--- src/rtl/pulse_mon_pkg.sv ---
// -----------------------------------------------------------------------------
// pulse_mon_pkg
// Shared definitions for the pulse period monitor:
//   - STATE_W       : width of the monitor state register (2 bits)
//   - state_t       : ST_IDLE / ST_ACQUIRE / ST_LOCKED state encoding
//   - good_cnt_width: width needed to hold the good-period counter 0..LOCK_COUNT-1
// -----------------------------------------------------------------------------
package pulse_mon_pkg;

    localparam int STATE_W = 2;

    typedef enum logic [STATE_W-1:0] {
        ST_IDLE    = 2'd0,
        ST_ACQUIRE = 2'd1,
        ST_LOCKED  = 2'd2
    } state_t;

    // The good-period counter only ever holds 0..lock_count-1; keep at least one bit.
    function automatic int good_cnt_width(input int lock_count);
        int w;
        if (lock_count > 2) begin
            w = $clog2(lock_count);
        end else begin
            w = 1;
        end
        return w;
    endfunction

endpackage : pulse_mon_pkg

--- src/rtl/pulse_edge_detect.sv ---
// -----------------------------------------------------------------------------
// pulse_edge_detect
// Rising-edge detector for the monitored pulse stream, with an optional
// 2-flop synchroniser in front of it.
//
// Build option: define PULSE_MONITOR_SYNC_EN to insert the synchroniser
// (adds two clocks of latency). Without it, din is assumed synchronous to clk.
//
// Ports:
//   clk      in  1  clock, posedge
//   rst_n    in  1  asynchronous active-low reset
//   din      in  1  raw pulse stream
//   edge_out out 1  high for the single cycle in which the (synchronised)
//                   stream is high and was low on the previous clock
// -----------------------------------------------------------------------------
module pulse_edge_detect (
    input  logic clk,
    input  logic rst_n,
    input  logic din,
    output logic edge_out
);

    logic pulse_s;
    logic pulse_d_r;

`ifdef PULSE_MONITOR_SYNC_EN
    logic sync_meta_r;
    logic sync_r;

    // Two-stage synchroniser for an asynchronous pulse source.
    always_ff @(posedge clk or negedge rst_n) begin
        if (!rst_n) begin
            sync_meta_r <= 1'b0;
            sync_r      <= 1'b0;
        end else begin
            sync_meta_r <= din;
            sync_r      <= sync_meta_r;
        end
    end

    assign pulse_s = sync_r;
`else
    assign pulse_s = din;
`endif

    // One-clock history of the stream for edge detection.
    always_ff @(posedge clk or negedge rst_n) begin
        if (!rst_n) begin
            pulse_d_r <= 1'b0;
        end else begin
            pulse_d_r <= pulse_s;
        end
    end

    // Left combinational: the monitor registers everything it derives from
    // this, so a register here would only add a clock to every response.
    assign edge_out = pulse_s & ~pulse_d_r;

endmodule : pulse_edge_detect

--- src/rtl/pulse_period_monitor.sv ---
// -----------------------------------------------------------------------------
// pulse_period_monitor
// Measures the number of clocks between rising edges of pulse_in, checks each
// period against EXPECTED_PERIOD +/- TOLERANCE, flags early edges and missing
// (late) edges, and declares lock after LOCK_COUNT consecutive good periods.
//
// Build option: PULSE_MONITOR_SYNC_EN (see pulse_edge_detect) synchronises
// pulse_in before edge detection; measured periods are unaffected.
//
// Parameters:
//   EXPECTED_PERIOD  nominal clocks between rising edges (>= 2)
//   TOLERANCE        allowed +/- deviation in clocks
//   LOCK_COUNT       consecutive good periods needed for lock (>= 1)
//   TIMER_SIZE       MSB index of the interval counter
//
// Ports:
//   clk           in   1             clock, posedge
//   rst_n         in   1             asynchronous active-low reset
//   pulse_in      in   1             monitored pulse stream
//   period_out    out  TIMER_SIZE+1  last measured period
//   period_valid  out  1             strobe: period_out updated
//   locked        out  1             high while in the locked state
//   err_early     out  1             strobe: edge arrived too early
//   err_late      out  1             strobe: no edge within the late limit
// -----------------------------------------------------------------------------
module pulse_period_monitor
    import pulse_mon_pkg::*;
#(
    parameter int EXPECTED_PERIOD = 2,
    parameter int TOLERANCE       = 0,
    parameter int LOCK_COUNT      = 4,
    parameter int TIMER_SIZE      = 15
) (
    input  logic                clk,
    input  logic                rst_n,
    input  logic                pulse_in,
    output logic [TIMER_SIZE:0] period_out,
    output logic                period_valid,
    output logic                locked,
    output logic                err_early,
    output logic                err_late
);

    localparam int CNT_W  = TIMER_SIZE + 1;
    localparam int GOOD_W = good_cnt_width(LOCK_COUNT);

    localparam logic [CNT_W-1:0]  CNT_ZERO    = CNT_W'(1'b0);
    localparam logic [CNT_W-1:0]  CNT_ONE     = CNT_W'(1'b1);
    localparam logic [CNT_W-1:0]  EARLY_LIMIT = CNT_W'(EXPECTED_PERIOD - TOLERANCE);
    localparam logic [CNT_W-1:0]  LATE_LIMIT  = CNT_W'(EXPECTED_PERIOD + TOLERANCE);
    localparam logic [GOOD_W-1:0] GOOD_ZERO   = GOOD_W'(1'b0);
    localparam logic [GOOD_W-1:0] GOOD_ONE    = GOOD_W'(1'b1);
    localparam logic [GOOD_W-1:0] GOOD_MAX    = GOOD_W'(LOCK_COUNT - 1);

    logic              edge_s;

    state_t            state_r;
    state_t            state_nxt_s;
    logic [CNT_W-1:0]  cnt_r;
    logic [CNT_W-1:0]  cnt_nxt_s;
    logic [GOOD_W-1:0] good_cnt_r;
    logic [GOOD_W-1:0] good_cnt_nxt_s;

    logic [CNT_W-1:0]  period_out_r;
    logic [CNT_W-1:0]  period_nxt_s;
    logic              period_valid_r;
    logic              period_valid_nxt_s;
    logic              locked_r;
    logic              err_early_r;
    logic              err_early_nxt_s;
    logic              err_late_r;
    logic              err_late_nxt_s;

    pulse_edge_detect u_edge (
        .clk      (clk),
        .rst_n    (rst_n),
        .din      (pulse_in),
        .edge_out (edge_s)
    );

    // Next-state, counter and strobe decode.
    always_comb begin
        state_nxt_s        = state_r;
        cnt_nxt_s          = cnt_r;
        good_cnt_nxt_s     = good_cnt_r;
        period_nxt_s       = period_out_r;
        period_valid_nxt_s = 1'b0;
        err_early_nxt_s    = 1'b0;
        err_late_nxt_s     = 1'b0;

        case (state_r)
            ST_IDLE: begin
                good_cnt_nxt_s = GOOD_ZERO;
                if (edge_s) begin
                    // First edge only opens a period; nothing to measure yet.
                    state_nxt_s = ST_ACQUIRE;
                    cnt_nxt_s   = CNT_ONE;
                end else begin
                    state_nxt_s = ST_IDLE;
                    cnt_nxt_s   = CNT_ZERO;
                end
            end

            ST_ACQUIRE, ST_LOCKED: begin
                if (edge_s) begin
                    // An edge on the late-limit cycle still counts as good:
                    // the edge test takes priority over the timeout test.
                    period_nxt_s       = cnt_r;
                    period_valid_nxt_s = 1'b1;
                    cnt_nxt_s          = CNT_ONE;
                    if (cnt_r < EARLY_LIMIT) begin
                        err_early_nxt_s = 1'b1;
                        good_cnt_nxt_s  = GOOD_ZERO;
                        state_nxt_s     = ST_ACQUIRE;
                    end else if ((state_r == ST_ACQUIRE) && (good_cnt_r == GOOD_MAX)) begin
                        state_nxt_s = ST_LOCKED;
                    end else if (good_cnt_r < GOOD_MAX) begin
                        good_cnt_nxt_s = good_cnt_r + GOOD_ONE;
                    end else begin
                        good_cnt_nxt_s = good_cnt_r;
                    end
                end else if (cnt_r >= LATE_LIMIT) begin
                    // Missing edge: drop back so a late edge is never measured.
                    err_late_nxt_s = 1'b1;
                    state_nxt_s    = ST_IDLE;
                    cnt_nxt_s      = CNT_ZERO;
                    good_cnt_nxt_s = GOOD_ZERO;
                end else begin
                    cnt_nxt_s = cnt_r + CNT_ONE;
                end
            end

            default: begin
                state_nxt_s    = ST_IDLE;
                cnt_nxt_s      = CNT_ZERO;
                good_cnt_nxt_s = GOOD_ZERO;
            end
        endcase
    end

    // State, counters and registered outputs.
    always_ff @(posedge clk or negedge rst_n) begin
        if (!rst_n) begin
            state_r        <= ST_IDLE;
            cnt_r          <= CNT_ZERO;
            good_cnt_r     <= GOOD_ZERO;
            period_out_r   <= CNT_ZERO;
            period_valid_r <= 1'b0;
            locked_r       <= 1'b0;
            err_early_r    <= 1'b0;
            err_late_r     <= 1'b0;
        end else begin
            state_r        <= state_nxt_s;
            cnt_r          <= cnt_nxt_s;
            good_cnt_r     <= good_cnt_nxt_s;
            period_out_r   <= period_nxt_s;
            period_valid_r <= period_valid_nxt_s;
            locked_r       <= (state_nxt_s == ST_LOCKED);
            err_early_r    <= err_early_nxt_s;
            err_late_r     <= err_late_nxt_s;
        end
    end

    assign period_out   = period_out_r;
    assign period_valid = period_valid_r;
    assign locked       = locked_r;
    assign err_early    = err_early_r;
    assign err_late     = err_late_r;

endmodule : pulse_period_monitor

--- config.mk ---
export PLATFORM = sky130hd
export DESIGN_NAME = pulse_period_monitor
export DESIGN_NICKNAME = d
export VERILOG_FILES = /design/src/rtl/pulse_mon_pkg.sv /design/src/rtl/pulse_edge_detect.sv /design/src/rtl/pulse_period_monitor.sv
export SDC_FILE = /design/constraint.sdc
export NUM_CORES = 1
export LEC_CHECK = 0
export CORE_UTILIZATION = 30
export DETAILED_ROUTE_END_ITERATION = 10
export PLACE_DENSITY = 0.55
export SLEW_MARGIN = 25
export SYNTH_ARGS = -nofsm -noshare
export SYNTH_HDL_FRONTEND = slang
export SYNTH_SLANG_ARGS = --single-unit
--- constraint.sdc ---
create_clock -name clk -period 1.75 [get_ports clk]
set_clock_uncertainty 0.05 [all_clocks]
set_input_delay 0.2625 -clock clk [delete_from_list [all_inputs] [get_ports clk]]
set_output_delay 0.2625 -clock clk [all_outputs]
set_load 0.03 [all_outputs]
# Word-level counts from Yosys, hierarchy flattened
# Cells that the tools add are included.
[totals]
ff_bits = 41
out_inout_bits = 20
inputBits = 3
[op_classes]
addsub = 2
n_reduce_logical = 5
magnitude_cmp = 3
muxes = 24
n_eq_ne = 7
bitwise_logic = 2
[ops]
columns = ["operator", "n"]
rows = [
  ["16-bit 2-to-1 mux", 2],
  ["16-bit one-hot mux with 2 select lines", 1],
  ["2-bit 2-to-1 mux", 10],
  ["16-bit by 1-bit adder with 16-bit output (second input constant)", 1],
  ["16-bit by 2-bit greater-or-equal comparator with 1-bit output (second input constant)", 1],
  ["16-bit by 2-bit less-than comparator with 1-bit output (second input constant)", 1],
  ["1-bit 2-to-1 mux", 10],
  ["4-bit inequality test (second input constant)", 2],
  ["2-bit == test (second input constant)", 3],
  ["2-bit one-hot mux with 2 select lines", 1],
  ["3-bit inequality test (second input constant)", 1],
  ["3-bit AND reduction", 1],
  ["2-bit by 1-bit adder with 2-bit output (second input constant)", 1],
  ["2-bit by 1-bit == test with 1-bit output (second input constant)", 1],
  ["2-bit logical NOT", 1],
  ["2-bit less-than comparator (second input constant)", 1],
  ["2-bit AND reduction", 1],
  ["2-bit OR reduction", 1],
  ["1-bit bitwise AND", 1],
  ["1-bit logical AND", 1],
  ["1-bit inverter", 1],
]

# Logic depth before layout (Yosys ltp)
# Gate-level depths: netlist of the first run.
[depth]
depth_word = 7
mapped_depth = 6
mapped_depth_nobuf = 6

# By module
# From an unflattened synthesis of the first run, not the netlist that was laid out.
[unflattened]
hier_cells = 109
area_unflattened_um2 = 1562.7
[by_module_without_submodules]
columns = ["module", "area_per_inst_um2", "seq_area_each_um2", "n_inst", "cells_each"]
rows = [
  ["pulse_period_monitor", 1524.0, 1001.0, 1, 107],
  ["pulse_edge_detect", 38.8, 25.0, 1, 2],
]

# Least setup slack after synthesis of the first run
# No wires, ideal clock.
[synth_timing]
path_kind = "reg-to-reg"
from = "reg state_r[0]"
to = "reg period_out_r[10], in the netlist period_out[10]"
setup_time_ps = 125
slack_ps = -38
n_path_buf = 1
path_stages_with_launch = 6
period_less_slack_ps = 1788
arrival_ps = 1614
required_time_ps = 1575
cell_sequence = "dfrtp_1 > inv_1 > ha_1 > nand2_1 > buf_1 > mux2_2"
[synth_between]
elab_chain_cells = 3
[synth_rtl]
columns = ["item", "line", "source"]
rows = [
  ["start, declared", "pulse_period_monitor.sv:57", "state_t state_r;"],
  ["start signal, assigned", "pulse_period_monitor.sv:153", "state_r <= state_nxt_s;"],
  ["2-bit by 1-bit == test with 1-bit output or 2-bit == test (tied branches)", "pulse_period_monitor.sv:91", "case (state_r)"],
  ["2-bit OR reduction *", "pulse_period_monitor.sv:91", ""],
  ["2-bit AND reduction (no line) *", "--", ""],
  ["end signal, assigned", "pulse_period_monitor.sv:156", "period_out_r <= period_nxt_s;"],
  ["end, declared", "pulse_period_monitor.sv:64", "logic [CNT_W-1:0] period_out_r;"],
]
# Mark *: on every way between the ends. The rest lies on a longest branch, timed or not.
# A chain may end at the register's enable or synchronous reset.

# Final worst setup path of the first run
[layout_timing]
from = "reg state_r[1]"
to = "reg locked_r, in the netlist locked"
[layout_between]
elab_chain_cells = 7
[layout_rtl]
columns = ["item", "line", "source"]
rows = [
  ["2-bit by 1-bit == test with 1-bit output", "pulse_period_monitor.sv:91, pulse_period_monitor.sv:115", ""],
  ["1-bit logical AND", "pulse_period_monitor.sv:115", "end else if ((state_r == ST_ACQUIRE) && (good_cnt_r == GOOD_MAX)) begin"],
  ["2-bit 2-to-1 mux", "pulse_period_monitor.sv:115", ""],
  ["2-bit 2-to-1 mux", "pulse_period_monitor.sv:111", "if (cnt_r < EARLY_LIMIT) begin"],
  ["2-bit 2-to-1 mux", "pulse_period_monitor.sv:105", "if (edge_s) begin"],
  ["2-bit one-hot mux with 2 select lines *", "pulse_period_monitor.sv:91", ""],
  ["2-bit == test *", "pulse_period_monitor.sv:158", "locked_r <= (state_nxt_s == ST_LOCKED);"],
  ["end signal, assigned", "pulse_period_monitor.sv:158", ""],
  ["end, declared", "pulse_period_monitor.sv:68", "logic locked_r;"],
]
# Marks and branches as above.

==> results.txt, run 1 <==
----------------------------------------------------
[Floorplanning]
  Initial Utilization ... 31.3%
  Chip height ... 75.0 um
  Die width ... 75.0 um
  Number of core rows ... 26
  Std-Cell Core Area ... 5110 um^2
  Total die area ... 5620 um^2
  # IOs ... 23

[Place]
  Post-detailed-placement cell area ... 2020 um^2
  Detailed Place HPWL ... 2090 um
  Final estimated routing congestion in global placement ... 0.902
  IO buf count ... 22
  # placed instances ... 223

[Synthesis]
  Mean cell area of the mapped netlist ... 14.3 um^2
  Synthesized instance count ... 112
  Number of register bits inferred by synthesis ... 41
  Dominant register cell in the synthesized netlist ... dfrtp_1
  Register area share after synthesis ... 64.2%
  Count of synthesis-stage warnings from yosys ... 0
  Post-Synthesis Cell Area ... 1600 um^2
  Distinct cell type count of the synthesized netlist ... 30
  Ys async rst share ... 100%
  Number of enable flip-flop cells after synthesis ... 0

[STA]
  Setup violators final ... 0
  Hold Violations, Final ... 0
  Hold slack final ... 406 ps
  Fin crit share ... 96.9%
  Max Transition Viols Final ... 0
  Highest achievable clock rate ... 589 MHz
  Final sum of negative setup slack ... 0 ps
  Post-layout minimum cycle time ... 1700 ps

[Layout]
  Final Net Count ... 174
  Fraction of final layout cells sized beyond drive strength 1 ... 31.3%
  Final cell count without fillers ... 236
  Commonest non-fill, non-tap cell in the layout ... dfrtp_1
  Area of the multi-input gates ... 632 um^2
  Commonest cells after routing, fill and taps aside ... dfrtp_1 (41), clkdlybuf4s50_1 (21), mux2_2 (15)
  Diode count ... 0
  Area of all placed cells without fillers ... 2210 um^2
  Fill cell total of the finished layout ... 492
  Layout Area Growth over Synthesis ... 38.4%
  Area taken by flip-flops and latches ... 1030 um^2

[Global routing]
  Via count of the first global-routing pass ... 1052
  Pin count of the biggest net entering global routing ... 23
  Overall track demand over capacity in global routing ... 11.9%
  Wire length of the first global-routing pass ... 4890 um
  Total grt overflow ... 0
  Antenna violations before repair ... 0

[Setup path]
  Kind of capture point of the worst setup path ... flop
  Worst path required time ... 1910 ps
  Critical path peak fanout ... 5
  Arrival time of data at the critical path endpoint ... 1860 ps
  CP Launch Type ... flop
  Critical path type ... reg2reg

[Drt]
  Final ANT Viol Nets ... 0
  Wire length per cell after detailed routing ... 12.4 um
  Drt pass-1 iters ... 4
  Via count of the routed design ... 997
  Via density per instance ... 4.22
  Remaining DRCs ... 0
  DRT iter0 DRCs ... 46
  Final WL ... 2920 um

[Pwr]
  Power per Cell Area ... 1040 nW/um^2
  Standby leakage power ... 1.02 nW
  Worst supply voltage drop on vdd ... 718 uV
  Overall power of the completed layout ... 2.29 mW

[Clock tree]
  Number of levels the H-tree was split into ... 2
  Root cell of the clock tree ... clkbuf_8
  Num Clock Sinks ... 41
  Clock network latency to the later pin of the worst-skew pair ... 290 ps
  Clk buf depth ... 2
  Clock slew at reported path FFs ... 80 ps
  TritonCTS clock tree ... built
  Number of buffers created by CTS ... 5

[Worst hold path]
  Worst hold path class ... in2async

[Job]
  # Max-Cap Violations ... 0

[Run status]
  Result of the run ... completed

----------------------------------------------------
[registers in the layout (all words and copies together) (netlist names)]
| name | cells |
|---|---|
| period_valid | 1 |
| good_cnt_r | 2 |
| period_out | 16 |
| cnt_r | 16 |
| err_late | 1 |
| err_early | 1 |
| locked | 1 |
| u_edge.pulse_d_r | 1 |
| state_r | 2 |
[worst max-delay path: stages, from the launching register on]
cell	delay, ps
dfrtp_1	380
inv_2	80
ha_4	290
nand3b_1	130
or4_4	510
a211oi_2	180
[layer usage]
layer / wire (um) / global-route usage (%) / up-vias
met4: 36 / 4.40 / 0
met1: 1300 / 14.8 / 492
met5: 0 / 0 / -
met3: 138 / 3.75 / 4
li1: - / - / 482
met2: 1440 / 19.5 / 19
[kinds of logic (layout without fill, tap and decap cells)]
logic type / count (synthesis) / count (layout) / share of synthesized area, %
compound gates: 12 / 12 / 5.33
xor+xnor: 1 / 1 / 0.548
flops: 41 / 41 / 64.2
other cells: 1 / 13 / 0.235
mux: 15 / 15 / 10.6
simple gates: 30 / 30 / 13.0
buf+inv: 6 / 48 / 1.41
fa+ha+maj: 6 / 6 / 4.70
[layout make-up]
type                    instances  area share [%]
flip-flops and latches         41            46.4
clock inverters                 1            1.36
multi-input cells              77            28.6
inverters                       4           0.679
repair buffers                 36            15.2
clock buffers                   7            3.90
well taps                      70            3.96
[cell usage after synthesis (2+ instances only)]
| cell type | count | share of area (%) |
|---|---|---|
| nor4_4 | 2 | 2.7 |
| nor3_1 | 3 | 0.94 |
| mux2_2 | 15 | 11 |
| a21oi_1 | 4 | 1.3 |
| buf_1 | 2 | 0.47 |
| dfrtp_1 | 41 | 64 |
| nor2_1 | 7 | 1.6 |
| inv_1 | 4 | 0.94 |
| nand2_1 | 7 | 1.6 |
| ha_1 | 6 | 4.7 |
| o21ai_0 | 2 | 0.63 |
[worst paths after layout]
kind | startpoint | cells past startpoint | slack (ps) | endpoint
setup / recovery | state_r[1] | 5 | 50 | locked
hold / removal | rst_n | 2 | 410 | state_r[0]
setup reg to reg | state_r[1] | 5 | 50 | locked
hold reg to reg | period_out[0] | 2 | 440 | period_out[0]
max in group asynchronous | rst_n | 3 | 770 | cnt_r[11]
min in group clk | pulse_in | 1 | 420 | u_edge.pulse_d_r
[power breakdown]
group / switching (mW) / internal [mW]
sequential: 0.0541 / 1.04
combinational: 0.231 / 0.194
clock: 0.312 / 0.465
total: 0.598 / 1.70
[what timing repair did]
action / 4_1_cts / 5_1_grt
hold endpoints to repair: 19 / 0
setup buffers: 2 / 2
pin swaps: 3 / 2
setup endpoints to repair: 1 / 2
resized for setup: 4 / 4
gates cloned: 0 / 0
hold buffers: 1 / 0
[per-stage QoR]
stage	util (%)	setup slack, ps
2_1_floorplan	-	10.2
3_3_place_gp	39.5	-40.3
3_5_place_dp	39.5	-94.5
4_1_cts	42.7	13.2
5_1_grt	43.3	-12.0
6_report	43.3	53.6
Note: power is estimated with default switching activity, not from simulation.
==> run 2, diff against run 1 <==
- CTS_CLUSTER_DIAMETER: not set -> 60
==> results of run 2 <==
Same layout as run 1: the final DEF is identical, and so are final timing and power.
==> run 3, diff against run 2 <==
- CORE_MARGIN: not set -> 2
==> run 3 against run 2 <==
  * Count of clock-buffer cells in the layout fell by 1
  * Setup slack got worse by 33 ps
  * Combinational power barely moved
==> results.txt, run 3 (synthesis gave the netlist of run 1 again) <==
----------------------------------------------------
[Setup path]
  CP Launch Type ... flop
  Critical Path, Cell by Cell ... nor4_4 > nand4_2 > or4_4 > a211oi_2
  Kind of capture point of the worst setup path ... flop
  Critical path peak fanout ... 2 (-3)
  Arrival time of data at the critical path endpoint ... 1880 ps (+20 ps)
  Critical path buffers and inverters ... 0 (-1)
  Delay of the slowest critical-path stage ... 510 ps (about the same)
  Reg2Reg Capture Point ... locked
  Logic depth of the worst register-to-register path ... 4 (-1)
  Slack of the worst reg-to-reg path ... 20 ps (-30 ps)
  Reg2Reg Launch Point ... cnt_r[2]
  Crit-path slowest cell ... or4_4
  Top Family by Delay on Critical Path ... simple AND/OR/NAND/NOR gates
  Worst path required time ... 1900 ps (about the same)
  Critical path type ... reg2reg

[Layout]
  Fill cell total of the finished layout ... 525 (+6.7%)
  Fraction of final layout cells sized beyond drive strength 1 ... 33.3% (+2.0 points)
  Final cell count without fillers ... 238 (+0.85%)
  Diode count ... 0 (unchanged)
  Layout Area Growth over Synthesis ... 37.7%
  Area of all placed cells without fillers ... 2200 um^2 (-0.51%)
  Final Net Count ... 176 (+1.1%)
  Commonest non-fill, non-tap cell in the layout ... dfrtp_1
  Commonest cells after routing, fill and taps aside ... dfrtp_1 (41), clkdlybuf4s50_1 (21), mux2_2 (15)

[Place]
  Detailed Place HPWL ... 2150 um (+2.5%)
  IO buf count ... 22 (unchanged)
  Final estimated routing congestion in global placement ... 0.763 (-15%)
  # placed instances ... 226 (+1.3%)
  Post-detailed-placement cell area ... 2030 um^2 (+0.50%)

[Global routing]
  Wire length of the first global-routing pass ... 5320 um (+8.7%)
  Total grt overflow ... 0 (unchanged)
  Antenna violations before repair ... 0 (unchanged)
  Via count of the first global-routing pass ... 1091 (+3.7%)
  Pin count of the biggest net entering global routing ... 42 (+83%)
  Grt met1 use ... 14.8% (+0.024 points)
  Overall track demand over capacity in global routing ... 11.5% (-0.43 points)
  Met2 Track Usage GR ... 18.3% (-1.2 points)
  Global-route track usage on met3 ... 3.18% (-0.57 points)
  Global routing's busiest layer ... met2

[Job]
  # Max-Cap Violations ... 0 (unchanged)

[Floorplanning]
  Total die area ... 5930 um^2 (+5.4%)
  Chip height ... 77.0 um (+2.7%)
  Std-Cell Core Area ... 5140 um^2 (+0.64%)
  Initial Utilization ... 31.1% (-0.20 points)
  # IOs ... 23 (unchanged)
  Die width ... 77.0 um (+2.7%)
  Number of core rows ... 26 (unchanged)

[Worst hold path]
  Hold path startpoint ... pulse_in
  Hold Path Depth ... 1
  Worst hold path class ... in2reg
  Hold Crit Endpoint ... u_edge.pulse_d_r

[Pwr]
  Overall power of the completed layout ... 2.16 mW (-6.1%)
  Power per Cell Area ... 979 nW/um^2 (-5.6%)
  Standby leakage power ... 1.02 nW (-0.25%)
  Worst supply voltage drop on vdd ... 548 uV (-24%)

[Drt]
  DRT iter0 DRCs ... 61 (+33%)
  Via count of the routed design ... 1017 (+2.0%)
  Via density per instance ... 4.27 (+1.1%)
  Remaining DRCs ... 0 (unchanged)
  Final WL ... 3060 um (+4.8%)
  Wire length per cell after detailed routing ... 12.9 um (+3.9%)
  Drt pass-1 iters ... 4 (unchanged)
  Final ANT Viol Nets ... 0 (unchanged)

[Clock tree]
  Number of levels the H-tree was split into ... 2 (unchanged)
  Clock slew at reported path FFs ... 80 ps (about the same)
  Clk buf depth ... 2 (unchanged)
  Clock network latency to the later pin of the worst-skew pair ... 280 ps (about the same)
  Num Clock Sinks ... 41 (unchanged)
  TritonCTS clock tree ... built
  Number of buffers created by CTS ... 5 (unchanged)
  Root cell of the clock tree ... clkbuf_8

[STA]
  Highest achievable clock rate ... 578 MHz (-1.9%)
  Worst-Margin Slew ... 506 ps
  Fin crit share ... 98.8% (+1.9 points)
  Relative slew margins ... 66.3%
  Hold Violations, Final ... 0 (unchanged)
  Setup repair after global routing missed its margin ... yes
  Max Transition Viols Final ... 0 (unchanged)
  Setup violators final ... 0 (unchanged)
  Post-layout minimum cycle time ... 1730 ps (+33.4 ps)
  Final sum of negative setup slack ... 0 ps (unchanged)
  Hold slack final ... 423 ps (+16.8 ps)

[Run status]
  Result of the run ... completed

----------------------------------------------------
==> run 3: per-stage QoR <==
stage / utilization [%] / setup WS, ps
after floorplan: - / 10.2
after global placement: 39.5 / -51.9
after detailed placement: 39.5 / -107
after CTS: 42.0 / -50.3
after global routing: 42.8 / -126
final: 42.8 / 20.2
==> run 3: repair_timing <==
action | 4_1_cts | 5_1_grt
setup buffers | 2 | 1
pin swaps | 1 | 3
hold buffers | 1 | 0
setup endpoints to repair | 12 | 21
hold endpoints to repair | 41 | 0
cloned | 0 | 0
resized for setup | 2 | 8
==> run 3: cell type report <==
cell class / instances / area, um^2 / share of cell area, %
Timing Repair Buffer: 38 / 342 / 15.5
Clock buffer: 6 / 82.6 / 3.75
Sequential cell: 41 / 1030 / 46.6
Clock inverter: 2 / 13.8 / 0.625
Inverter: 4 / 15.0 / 0.682
Tap cell: 70 / 87.6 / 3.98
Multi-Input combinational cell: 77 / 634 / 28.8
==> run 3: how the worst max path moves through the flow <==
stage	to	cells past startpoint	start	slack, ps
2_1_floorplan	period_out[11]	5	state_r[0]	10
3_3_place_gp	period_out[1]	5	pulse_in	-50
3_5_place_dp	good_cnt_r[1]	6	pulse_in	-110
4_1_cts	cnt_r[2]	5	cnt_r[6]	-50
5_1_grt	locked	4	cnt_r[11]	-130
6_report	locked	4	cnt_r[2]	20
==> run 3: power by group <==
part	switching, mW	total [mW]	internal [mW]
clock network	0.320	0.640	0.320
registers	0.0548	1.09	1.04
logic	0.232	0.423	0.191
==> run 3: per-layer routing <==
| layer | vias to the layer above | share of wire [%] |
|---|---|---|
| met5 | - | 0 |
| met4 | 0 | 1.8 |
| met1 | 500 | 46 |
| li1 | 487 | - |
| met2 | 23 | 48 |
| met3 | 7 | 4.0 |
